## config.mk

```make
export PLATFORM = sky130hd
export DESIGN_NAME = norm_shift_flat
export DESIGN_NICKNAME = d
export VERILOG_FILES = /design/src/rtl/norm_shift_if.sv /design/src/rtl/norm_shift.sv /design/src/flat_wrapper.sv
export SDC_FILE = /design/constraint.sdc
export NUM_CORES = 1
export LEC_CHECK = 0
export ABC_AREA = 1
export CELL_PAD_IN_SITES_DETAIL_PLACEMENT = 0
export CELL_PAD_IN_SITES_GLOBAL_PLACEMENT = 1
export CORE_ASPECT_RATIO = 1.1
export CORE_MARGIN = 3
export CORE_UTILIZATION = 43
export DETAILED_ROUTE_END_ITERATION = 10
export DONT_BUFFER_PORTS = 1
export PLACE_DENSITY = 0.72
export SLEW_MARGIN = 20
export SYNTH_ARGS = -nofsm -noshare
export SYNTH_HDL_FRONTEND = slang
export SYNTH_SLANG_ARGS = --single-unit
```

## constraint.sdc

```tcl
create_clock -name clk -period 1.3 [get_ports clk]
set_input_delay 0.195 -clock clk [delete_from_list [all_inputs] [get_ports clk]]
set_output_delay 0.195 -clock clk [all_outputs]
set_load 0.05 [all_outputs]
```

## src/rtl/norm_shift_if.sv

```systemverilog
// Handshake bundle for the leading-zero normalizer: input word stream in,
// MSB-aligned word plus shift amount and zero flag out.
interface norm_shift_if #(parameter int LENGTH = 8);
  localparam int SW = $clog2(LENGTH);

  logic              in_valid;
  logic              in_ready;
  logic [LENGTH-1:0] in_data;
  logic              out_valid;
  logic              out_ready;
  logic [LENGTH-1:0] out_data;
  logic [SW-1:0]     out_shamt;
  logic              out_zero;

  modport master (
    output in_valid, in_data, out_ready,
    input  in_ready, out_valid, out_data, out_shamt, out_zero
  );

  modport slave (
    input  in_valid, in_data, out_ready,
    output in_ready, out_valid, out_data, out_shamt, out_zero
  );
endinterface

```

## src/rtl/norm_shift.sv

```systemverilog
// Two-stage leading-zero normalizer: S1 registers word + lzc, a log-stage
// barrel shifter aligns it, S2 holds the MSB-aligned result.
module BarrelShift #(
  parameter int LENGTH = 8,
  parameter bit LEFT   = 1
) (
  input  logic [LENGTH-1:0]         data_in,
  input  logic [$clog2(LENGTH)-1:0] shamt,
  output logic [LENGTH-1:0]         data_out
);
  localparam int SW = $clog2(LENGTH);

  logic [SW:0][LENGTH-1:0] stage;

  assign stage[0] = data_in;

  // Stage i shifts by 2**i when shamt[i] is set; vacated bits fill with zero.
  for (genvar i = 0; i < SW; i++) begin : g_stage
    if (LEFT) begin : g_left
      assign stage[i+1] = shamt[i] ? (stage[i] << (1 << i)) : stage[i];
    end else begin : g_right
      assign stage[i+1] = shamt[i] ? (stage[i] >> (1 << i)) : stage[i];
    end
  end

  assign data_out = stage[SW];
endmodule

module norm_shift #(
  parameter int LENGTH = 8
) (
  input  logic         clk,
  input  logic         rst,
  norm_shift_if.slave  bus
);
  localparam int SW     = $clog2(LENGTH);
  localparam int STAGES = 2;

  logic [STAGES:1]   vld_pipe;
  logic [LENGTH-1:0] s1_data;
  logic [SW-1:0]     s1_lzc;
  logic              s1_zero;
  logic [LENGTH-1:0] shifted;
  logic [SW-1:0]     lzc;
  logic [LENGTH-1:0] out_data_q;
  logic [SW-1:0]     out_shamt_q;
  logic              out_zero_q;
  logic              s2_free, s1_adv, in_fire;

  assign s2_free      = !vld_pipe[2] || bus.out_ready;
  assign s1_adv       = vld_pipe[1] && s2_free;
  assign bus.in_ready = !vld_pipe[1] || s2_free;
  assign in_fire      = bus.in_valid && bus.in_ready;

  // Scan upward so the highest set bit writes last; a zero word keeps lzc = 0.
  always_comb begin
    lzc = '0;
    for (int i = 0; i < LENGTH; i++)
      if (bus.in_data[i]) lzc = SW'(LENGTH - 1 - i);
  end

  BarrelShift #(LENGTH, 1) u_shift (
    .data_in  (s1_data),
    .shamt    (s1_lzc),
    .data_out (shifted)
  );

  always_ff @(posedge clk) begin
    if (rst) begin
      vld_pipe    <= '0;
      s1_data     <= '0;
      s1_lzc      <= '0;
      s1_zero     <= 1'b0;
      out_data_q  <= '0;
      out_shamt_q <= '0;
      out_zero_q  <= 1'b0;
    end else begin
      if (in_fire) begin
        vld_pipe[1] <= 1'b1;
        s1_data     <= bus.in_data;
        s1_lzc      <= lzc;
        s1_zero     <= ~|bus.in_data;
      end else if (s1_adv) begin
        vld_pipe[1] <= 1'b0;
      end
      // Output fields only move on an advance, so a stalled word stays put.
      if (s2_free) vld_pipe[2] <= vld_pipe[1];
      if (s1_adv) begin
        out_data_q  <= shifted;
        out_shamt_q <= s1_lzc;
        out_zero_q  <= s1_zero;
      end
    end
  end

  assign bus.out_valid = vld_pipe[2];
  assign bus.out_data  = out_data_q;
  assign bus.out_shamt = out_shamt_q;
  assign bus.out_zero  = out_zero_q;
endmodule

```

## src/flat_wrapper.sv

```systemverilog
// flat-port wrapper written by rule: the top's interface ports become plain ports
module norm_shift_flat 
#(
  parameter int LENGTH = 8
)
  (clk, rst, bus_in_valid, bus_in_data, bus_out_ready, bus_in_ready, bus_out_valid, bus_out_data, bus_out_shamt, bus_out_zero);
  norm_shift_if #(.LENGTH(LENGTH)) bus_i ();
  input  logic clk;
  input  logic rst;
  input wire logic [$bits(bus_i.in_valid)-1:0] bus_in_valid;
  input wire logic [$bits(bus_i.in_data)-1:0] bus_in_data;
  input wire logic [$bits(bus_i.out_ready)-1:0] bus_out_ready;
  output wire logic [$bits(bus_i.in_ready)-1:0] bus_in_ready;
  output wire logic [$bits(bus_i.out_valid)-1:0] bus_out_valid;
  output wire logic [$bits(bus_i.out_data)-1:0] bus_out_data;
  output wire logic [$bits(bus_i.out_shamt)-1:0] bus_out_shamt;
  output wire logic [$bits(bus_i.out_zero)-1:0] bus_out_zero;
  assign bus_i.in_valid = bus_in_valid;
  assign bus_i.in_data = bus_in_data;
  assign bus_i.out_ready = bus_out_ready;
  assign bus_in_ready = bus_i.in_ready;
  assign bus_out_valid = bus_i.out_valid;
  assign bus_out_data = bus_i.out_data;
  assign bus_out_shamt = bus_i.out_shamt;
  assign bus_out_zero = bus_i.out_zero;
  norm_shift #(.LENGTH(LENGTH)) u_core (.clk(clk), .rst(rst), .bus(bus_i));
endmodule
```

==> results of run 1 <==
-- worst max-delay path by stage --
| stage | to | depth (start not counted) | start | slack (ns) |
|---|---|---|---|---|
| global placement | u_core.bus.out_data[7] | 8 | u_core.s1_lzc[0] | 0.15 |
| CTS | bus_in_ready | 2 | u_core.vld_pipe[1] | 0.07 |
| global route | u_core.bus.out_data[7] | 7 | u_core.vld_pipe[2] | 0.01 |
| detailed placement | u_core.bus.out_data[7] | 8 | u_core.s1_lzc[0] | 0.14 |
| floorplan | u_core.s1_lzc[1] | 5 | u_core.vld_pipe[2] | 0.02 |
| finish | bus_in_ready | 2 | u_core.vld_pipe[1] | 0.08 |
-- cell usage in the layout (no fill, tap or decap), drive strengths merged, types with 3 or more instances in the layout --
cell type,instances
nand2,38
dfxtp,26
inv,20
buf,18
a21oi,17
o21ai,17
nor2,16
nand3,15
o211ai,4
a22oi,3
clkbuf,3
-- state kept, by name, indices dropped and copies added, names as in the netlist --
name,count
u_core.bus.out_data,8
u_core.bus.out_shamt,3
u_core.bus.out_zero,1
u_core.s1_data,8
u_core.s1_lzc,3
u_core.s1_zero,1
u_core.vld_pipe,2
-- critical path: stages, from the launching register on --
cell and delay (ns):
sky130_fd_sc_hd__dfxtp_1 0.42, sky130_fd_sc_hd__nand3_4 0.09, sky130_fd_sc_hd__buf_4 0.20
-- final cells by class --
type	instances	area [um^2]	area share, %
clock inverter	1	30.03	2.126
inverter	20	77.57	5.492
tap	31	38.79	2.746
clock buffer	3	22.52	1.594
timing repair buffer	19	145.1	10.27
sequential	26	523.0	37.02
multi-input combinational	114	575.6	40.74
-- where the power goes --
| part | internal (mW) | switching, mW | leakage (nW) | total (mW) |
|---|---|---|---|---|
| clock | 0.312 | 0.242 | 0.0279 | 0.553 |
| sequential | 0.844 | 0.0318 | 0.215 | 0.876 |
| combinational | 0.0985 | 0.210 | 0.389 | 0.309 |
| total | 1.25 | 0.484 | 0.632 | 1.74 |
-- cells by family (layout without fill, tap and decap cells) --
family                 count (synthesis)  after routing
and+or+nand+nor                       72             72
AOI/OAI and AO/OA                     42             42
buffers and inverters                 27             43
DFF                                   26             26
-- timing repair --
item / CTS / global route
gates resized for setup: 0 / 1
hold buffers: 1 / 0
endpoints found under the setup margin: 0 / 2
hold endpoints to repair: 10 / 0
-- layer usage --
metal	up-vias	track usage, %	wire length (um)
li1	576	-	-
met5	-	0	0
met4	0	6.102	20
met1	488	23.13	1242
met3	2	3.354	170
met2	35	28.88	1229
==> parameters.txt, run 1 <==
Parameter                              Value

Placement
  PortBufs    0
  Routability Congestion    0.8938
  Dpl hpwl    2.166 mm
  Placement-stage worst setup slack    0.1369 ns
  Number of placed cells counting well taps    209
  Area of placed instances    1349 um^2

STA
  Worst-case headroom to the max-slew limit    73.50%
  Clock tree skew after final layout    0.001386 ns
  Setup_tns    0 ns
  Highest attainable clock frequency    819.8 MHz
  Worst Setup Slack, final    0.08017 ns
  Number of hold violations in the final report    0
  Fin crit share    93.83%
  Tightest hold margin    0.03380 ns
  Count of pins over their slew limit    0
  Setup repair after global routing missed its margin    no
  Number of setup violations in the final report    0
  Transition at the pin with the smallest max-transition slack    0.3971 ns
  Final min period    1.220 ns

Floorplanning
  Die width    56.58 um
  Total I/O pin count    26
  Site Rows    19
  Starting utilization of the core area    46.69%
  Die area    3487 um^2
  Core ar.    2591 um^2
  Die height    61.64 um

Logic synthesis
  Fraction of synthesized cell area taken by the top area cell type    43.02%
  Number of synthesis warnings    0
  Synth Net Count    179
  Count of state elements after synthesis    26
  Ys async rst share    0%
  Dominant combinational cell family by area after synthesis    simple AND/OR/NAND/NOR gates
  Cell types occupying the most area after synthesis    sky130_fd_sc_hd__dfxtp_1, sky130_fd_sc_hd__nand2_1, sky130_fd_sc_hd__a21oi_1
  Most instantiated flip-flop cell in the synthesis netlist    sky130_fd_sc_hd__dfxtp_1
  Sequential element share of the synthesized area    43.02%
  Compound-Gate Fraction of Synth Area    19.86%
  Mean instance size in the synthesized netlist    7.245 um^2
  Fraction of synthesized cell area in xor and xnor cells    0%
  Cell type contributing the most total cell area after synthesis    sky130_fd_sc_hd__dfxtp_1
  Synth cell count leaders    sky130_fd_sc_hd__nand2_1, sky130_fd_sc_hd__dfxtp_1, sky130_fd_sc_hd__a21oi_1, sky130_fd_sc_hd__inv_1, sky130_fd_sc_hd__nand3_1
  Number of cells produced by synthesis    167
  Simple-Gate Fraction of Synth Area    26.68%
  Area share of fa/ha/maj cells after synthesis    0%
  Cell area after synthesis    1210 um^2
  Count leader, synth    sky130_fd_sc_hd__nand2_1
  Netlist cell types    25
  Multiplexer share of the synthesized area    0%
  Number of synthesized flops with an enable pin    0

Global routing
  Global-route total usage across every layer    17.49%
  Maximum number of pins on one net before global-route repair    17
  Grt total ovfl    0
  Via count of the first global-routing pass    1025
  Antenna violations before repair    0
  Global-route wire length before repair    4.767 mm

Critical path
  Arrival time worst endpoint    1.02 ns
  Kind of launch point of the worst setup path    flip-flop
  Maximum fanout count along the critical path    2
  FF-to-FF setup slack    0.16 ns
  Launching point of the worst reg2reg path    u_core.vld_pipe[2]
  Endpoint of the most critical register-to-register path    u_core.bus.out_data[4]
  Worst Path Class, Setup    flip-flop to output port
  Worst setup EP type    output port
  Worst EP required    1.11 ns
  Worst Reg-to-Reg Cells    5

Hold path
  Kind of path behind the tightest hold check    input port to flip-flop
  Worst hold stages    2
  Start point of the worst hold path    bus_in_data[7]
  Worst hold path endpoint    u_core.s1_data[7]

Route
  Wire length per cell after detailed routing    12.44 um
  Final Routed Wirelength    2.662 mm
  DRT antenna net count    0
  Pre-antenna DRT Iters    6
  Initial DRC count    38
  Number of remaining DRC errors    0
  DR vias    1101
  Average vias per placed instance    5.145

Clocking
  H-tree levels    1
  Number of sinks driven by the clock tree    26
  Root buffer selected by CTS    sky130_fd_sc_hd__clkbuf_4
  Maximum buffer depth of the clock tree    2
  Source-to-sink clock delay at the later pin of the worst-skew pair    0.32 ns
  Post-CTS setup-driven buffer insertion count    0
  Clock-pin slew on the worst setup and hold paths    0.14 ns
  CTS tree    built
  Number of clock buffers inserted by TritonCTS    3

Power
  Power after layout    1.738 mW
  Worst IR drop on VDD    717.4 uV
  Cell leakage power    0.6317 nW
  Total power divided by cell area    1230 nW/um^2

Final layout
  Ratio of cells with drive above 1 in the final layout    20.22%
  Count of inserted antenna diode cells    0
  Filler Cells Inserted    261
  Fin nets    196
  Finished Core Util    54.51%
  Final standard cell area without fillers    1413 um^2
  Count of placed standard cells in the final layout, fillers left out    214
  Syn-to-layout area delta    16.75%

Flow run
  Max-Cap Viols    0

Status
  Run status    finished clean
No activity file was read; power rests on OpenSTA's default activity.
==> inputs of run 2 (changes only) <==
- ABC_AREA: 1 -> not set
- CAP_MARGIN: not set -> 20
- CORE_UTILIZATION: 43 -> 44
- MAX_ROUTING_LAYER: not set -> met4
- PLACE_DENSITY: 0.72 -> 0.71
==> parameters.txt, run 2 <==
Parameter                              Value

Status
  Run status    finished, violations left
  Failing checks    setup timing

Route
  DRT antenna net count    0
  Initial DRC count    23
  Number of remaining DRC errors    0
  Final Routed Wirelength    2.929 mm
  Average vias per placed instance    5.461
  Wire length per cell after detailed routing    14.36 um
  Pre-antenna DRT Iters    4
  DR vias    1114

Clocking
  Maximum buffer depth of the clock tree    2
  H-tree levels    1
  Number of sinks driven by the clock tree    26
  Number of clock buffers inserted by TritonCTS    3
  Source-to-sink clock delay at the later pin of the worst-skew pair    0.33 ns
  CTS tree    built
  Clock-pin slew on the worst setup and hold paths    0.15 ns
  Root buffer selected by CTS    sky130_fd_sc_hd__clkbuf_4

Logic synthesis
  Sequential element share of the synthesized area    42.89%
  Cell type contributing the most total cell area after synthesis    sky130_fd_sc_hd__dfxtp_1
  Netlist cell types    32
  Cell area after synthesis    1214 um^2
  Ys async rst share    0%
  Cell types occupying the most area after synthesis    sky130_fd_sc_hd__dfxtp_1, sky130_fd_sc_hd__a21oi_1, sky130_fd_sc_hd__mux2i_1
  Most instantiated flip-flop cell in the synthesis netlist    sky130_fd_sc_hd__dfxtp_1
  Synth cell count leaders    sky130_fd_sc_hd__dfxtp_1, sky130_fd_sc_hd__nand2_1, sky130_fd_sc_hd__a21oi_1, sky130_fd_sc_hd__nor2_1, sky130_fd_sc_hd__mux2i_1
  Count of state elements after synthesis    26
  Number of synthesis warnings    0
  Number of synthesized flops with an enable pin    0
  Number of cells produced by synthesis    145
  Count leader, synth    sky130_fd_sc_hd__dfxtp_1
  Synth Net Count    157
  Mean instance size in the synthesized netlist    8.370 um^2
  Fraction of synthesized cell area taken by the top area cell type    42.89%

Final layout
  Final standard cell area without fillers    1567 um^2
  Syn-to-layout area delta    29.07%
  Leading cell types in the layout, fill and taps excluded    sky130_fd_sc_hd__buf_4, sky130_fd_sc_hd__nand2_1, sky130_fd_sc_hd__dfxtp_1
  Ratio of cells with drive above 1 in the final layout    25.43%
  Count of placed standard cells in the final layout, fillers left out    204
  Fin nets    186
  Count of inserted antenna diode cells    0
  Filler Cells Inserted    225
  Most common cell after layout, fill and taps aside    sky130_fd_sc_hd__buf_4

STA
  Worst-case headroom to the max-slew limit    36.69%
  Number of setup violations in the final report    1
  Final min period    1.318 ns
  Count of pins over their slew limit    0
  Number of hold violations in the final report    0
  Fin crit share    101.4%
  Setup repair after global routing missed its margin    yes
  Clock tree skew after final layout    0.006823 ns
  Tightest hold margin    0.0008668 ns
  Transition at the pin with the smallest max-transition slack    0.9497 ns
  Worst Setup Slack, final    -0.01812 ns
  Highest attainable clock frequency    758.7 MHz

Critical path
  Kind of launch point of the worst setup path    flip-flop
  Worst Path Class, Setup    flip-flop to flip-flop
  Worst setup EP type    flip-flop
  Worst EP required    1.48 ns
  Maximum fanout count along the critical path    9
  Arrival time worst endpoint    1.50 ns

Placement
  Placement-stage worst setup slack    -0.04240 ns
  Dpl hpwl    2.198 mm
  PortBufs    0
  Area of placed instances    1433 um^2
  Number of placed cells counting well taps    195
  Routability Congestion    0.9115

Floorplanning
  Total I/O pin count    26
  Die height    61.09 um
  Site Rows    19
  Core ar.    2567 um^2
  Starting utilization of the core area    47.27%
  Die area    3425 um^2
  Die width    56.08 um

Flow run
  Max-Cap Viols    0

Global routing
  Global-route total usage across every layer    19.46%
  Grt total ovfl    0
  Maximum number of pins on one net before global-route repair    27
  Via count of the first global-routing pass    1118
  Global-route wire length before repair    4.968 mm
  Antenna violations before repair    0

Hold path
  Kind of path behind the tightest hold check    input port to flip-flop

Power
  Worst IR drop on VDD    764.2 uV
  Cell leakage power    0.5998 nW
  Total power divided by cell area    1036 nW/um^2
  Power after layout    1.623 mW
run 2: changes by cell type in the layout (fill, tap and decap cells not counted), moves of 4 or more:
cell,delta
sky130_fd_sc_hd__buf_4,+10
sky130_fd_sc_hd__o211ai_1,-4
sky130_fd_sc_hd__mux2i_1,+9
sky130_fd_sc_hd__inv_1,-14
sky130_fd_sc_hd__nand3_1,-6
sky130_fd_sc_hd__o21ai_0,-10
sky130_fd_sc_hd__nand2_1,-12
run 2: layout make-up:
| cell class | instances | area [um^2] | share of cell area, % |
|---|---|---|---|
| multi-input combinational | 105 | 651.9 | 41.61 |
| tap | 31 | 38.79 | 2.476 |
| sequential | 26 | 531.8 | 33.95 |
| clock buffer | 4 | 47.55 | 3.035 |
| timing repair buffer | 35 | 285.3 | 18.21 |
| inverter | 3 | 11.26 | 0.7189 |
run 2: cell families after synthesis:
kind of cell	count (synthesis)	synth area share, %
AOI/OAI and AO/OA	33	16.91
buffers and inverters	14	5.051
DFF	26	42.89
muxes	12	11.03
and+or+nand+nor	60	24.12
run 2: worst paths after layout:
path,from,endpoint,slack (ns),depth (start not counted)
setup / recovery,u_core.s1_lzc[1],u_core.bus.out_data[5],-0.02,5
hold reg to reg,u_core.bus.out_data[0],u_core.bus.out_data[0],0.46,2
hold / removal,bus_in_data[4],u_core.s1_data[4],0.0009,2
setup reg to reg,u_core.s1_lzc[1],u_core.bus.out_data[5],-0.02,5
run 2: worst max-delay path, stage by stage (launching register included):
cell	delay [ns]
sky130_fd_sc_hd__dfxtp_4	0.44
sky130_fd_sc_hd__buf_4	0.15
sky130_fd_sc_hd__mux2i_4	0.24
sky130_fd_sc_hd__mux2i_1	0.10
sky130_fd_sc_hd__mux2i_1	0.15
sky130_fd_sc_hd__a211oi_1	0.09
run 2: power breakdown:
group	total, mW	leakage [nW]	internal [mW]	switching [mW]
logic	0.280	0.359	0.121	0.159
registers	0.853	0.215	0.828	0.0249
clock network	0.490	0.0261	0.235	0.255
run 2: timing repair:
item / in CTS / in global routing
hold endpoints to repair: 26 / 0
hold buffers: 5 / 0
setup buffers: 0 / 0
gates resized for setup: 1 / 9
endpoints found under the setup margin: 2 / 25
pin swaps: 1 / 0
run 2: per-stage QoR:
step | utilization (%) | TNS [ns]
5_1_grt | 61.01 | -0.4900
3_5_place_dp | 55.80 | -0.04240
4_1_cts | 59.70 | 0
6_report | 61.01 | -0.01812
3_3_place_gp | 55.80 | 0
2_1_floorplan | - | 0
run 2: layer usage:
| layer | up-vias | global-route usage [%] | share of wire, % |
|---|---|---|---|
| li1 | 569 | - | - |
| met1 | 516 | 22.15 | 46 |
| met2 | 25 | 34.22 | 49 |
| met3 | 4 | 2.935 | 3.9 |
| met4 | 0 | 9.153 | 1.9 |
| met5 | - | - | 0 |
==> inputs of run 3 (changes only) <==
- CORE_UTILIZATION: 44 -> 40
- PLACE_DENSITY: 0.71 -> 0.68
- clock period: 1.3 -> 1.16 ns (I/O delays scaled with it)
==> parameters.txt, run 3 (synthesis gave the netlist of run 2 again) <==
Parameter                              Value

Critical path
  Kind of launch point of the worst setup path    flip-flop
  Worst setup EP type    flip-flop
  Arrival time worst endpoint    1.53 ns
  Worst EP required    1.41 ns
  Maximum fanout count along the critical path    8
  Worst Reg-to-Reg Cells    3
  FF-to-FF setup slack    -0.12 ns
  Series of cell instances along the critical path    mux2i_2 > mux4_2 > a211oi_2
  Launching point of the worst reg2reg path    u_core.s1_lzc[1]
  Worst stage delay on the critical path    0.46 ns
  Slowest-stage cell, CP    sky130_fd_sc_hd__mux4_2
  Endpoint of the most critical register-to-register path    u_core.bus.out_data[7]
  Worst Path Class, Setup    flip-flop to flip-flop

Hold path
  Kind of path behind the tightest hold check    input port to flip-flop
  Worst hold stages    2
  Worst hold path endpoint    u_core.s1_data[2]
  Start point of the worst hold path    bus_in_valid

Status
  Failing checks    setup timing
  Run status    finished, violations left

Final layout
  Fin nets    191
  Final standard cell area without fillers    1730 um^2
  Ratio of cells with drive above 1 in the final layout    37.64%
  Filler Cells Inserted    271
  Syn-to-layout area delta    42.58%
  Count of placed standard cells in the final layout, fillers left out    211
  Most common cell after layout, fill and taps aside    sky130_fd_sc_hd__buf_4
  Count of inserted antenna diode cells    0
  Leading cell types in the layout, fill and taps excluded    sky130_fd_sc_hd__buf_4, sky130_fd_sc_hd__dfxtp_1, sky130_fd_sc_hd__nand2_1
  Finished Core Util    61.19%

STA
  Clock tree skew after final layout    0.01091 ns
  Number of setup violations in the final report    10
  Transition at the pin with the smallest max-transition slack    0.3783 ns
  Fin crit share    110.3%
  Final min period    1.280 ns
  Worst-case headroom to the max-slew limit    74.55%
  Setup_tns    -0.6079 ns
  Tightest hold margin    0.005542 ns
  Count of pins over their slew limit    0
  Number of hold violations in the final report    0
  Highest attainable clock frequency    781.3 MHz
  Setup repair after global routing missed its margin    yes
  Worst Setup Slack, final    -0.1200 ns

Clocking
  Number of clock buffers inserted by TritonCTS    3
  Maximum buffer depth of the clock tree    2
  Source-to-sink clock delay at the later pin of the worst-skew pair    0.33 ns
  Root buffer selected by CTS    sky130_fd_sc_hd__clkbuf_4
  Number of sinks driven by the clock tree    26
  Clock-pin slew on the worst setup and hold paths    0.14 ns
  CTS tree    built
  H-tree levels    1

Placement
  Placement-stage worst setup slack    -0.1348 ns
  PortBufs    0
  Number of placed cells counting well taps    196
  Dpl hpwl    2.076 mm
  Routability Congestion    0.8406
  Area of placed instances    1445 um^2

Route
  Final Routed Wirelength    2.939 mm
  DRT antenna net count    0
  Pre-antenna DRT Iters    4
  Wire length per cell after detailed routing    13.93 um
  Initial DRC count    14
  DR vias    1146
  Number of remaining DRC errors    0
  Average vias per placed instance    5.431

Global routing
  Maximum number of pins on one net before global-route repair    27
  Via count of the first global-routing pass    1032
  Grt total ovfl    0
  Global-route total usage across every layer    16.73%
  Global-route wire length before repair    4.719 mm
  Antenna violations before repair    0

Power
  Sw Ratio    25.85%
  Clk network pwr share    32.1%
  Part of the power in combinational logic    18.8%
  Portion of total power attributed to sequential cells    49.0%
  Worst IR drop on VDD    731.4 uV
  Internal Power    1.448 mW
  Total power divided by cell area    1128 nW/um^2
  Total net switching power    0.5047 mW
  Cell leakage power    0.6529 nW
  Power after layout    1.952 mW

Floorplanning
  Site Rows    20
  Total I/O pin count    26
  Die height    63.77 um
  Starting utilization of the core area    42.92%
  Core ar.    2828 um^2
  Die area    3732 um^2
  Die width    58.52 um

Flow run
  Max-Cap Viols    0
run 3: power by group through the flow:
stage / registers [mW] / clock network (mW) / logic (mW)
6_report: 0.957 / 0.627 / 0.368
5_1_grt: 0.964 / 0.681 / 0.398
4_1_cts: 0.956 / 0.636 / 0.286
3_5_place_dp: 0.976 / 0 / 0.279
3_3_place_gp: 0.975 / 0 / 0.276
2_1_floorplan: 1.03 / 0 / 0.150
run 3: worst max-delay path by stage:
| stage | startpoint | to | depth (start not counted) |
|---|---|---|---|
| 3_5_place_dp | u_core.s1_lzc[1] | u_core.bus.out_data[7] | 3 |
| 2_1_floorplan | u_core.s1_lzc[1] | u_core.bus.out_data[7] | 4 |
| 6_report | u_core.s1_lzc[1] | u_core.bus.out_data[7] | 3 |
| 3_3_place_gp | u_core.s1_lzc[1] | u_core.bus.out_data[7] | 3 |
| 5_1_grt | u_core.s1_lzc[1] | u_core.bus.out_data[4] | 4 |
| 4_1_cts | u_core.s1_lzc[1] | u_core.bus.out_data[7] | 3 |
run 3: cell type report:
type / count / area, um^2 / area share, %
clock buffers: 3 / 22.52 / 1.302
flip-flops and latches: 26 / 531.8 / 30.73
clock inverters: 1 / 30.03 / 1.735
repair buffers: 40 / 367.9 / 21.26
multi-input cells: 105 / 725.7 / 41.94
well taps: 33 / 41.29 / 2.386
inverters: 3 / 11.26 / 0.6508
run 3: routing by layer:
metal / GRT usage, % / vias to the layer above / share of wire (%)
li1: - / 579 / -
met1: 20.15 / 537 / 45
met2: 25.98 / 26 / 49
met3: 4.444 / 4 / 4.4
met4: 7.246 / 0 / 1.6
met5: - / - / 0
run 3: critical path, delay by kind of cell, from the launching register on:
kind            cells  cell delay (ns)
mux                 2             0.63
flops               1             0.41
compound gates      1             0.18
run 3: repair_timing:
item,in CTS,in global routing
resized for setup,10,24
pin swaps,1,14
endpoints found under the setup margin,8,20
endpoints found under the hold margin,26,26
buffers inserted,0,1
gates cloned,0,1
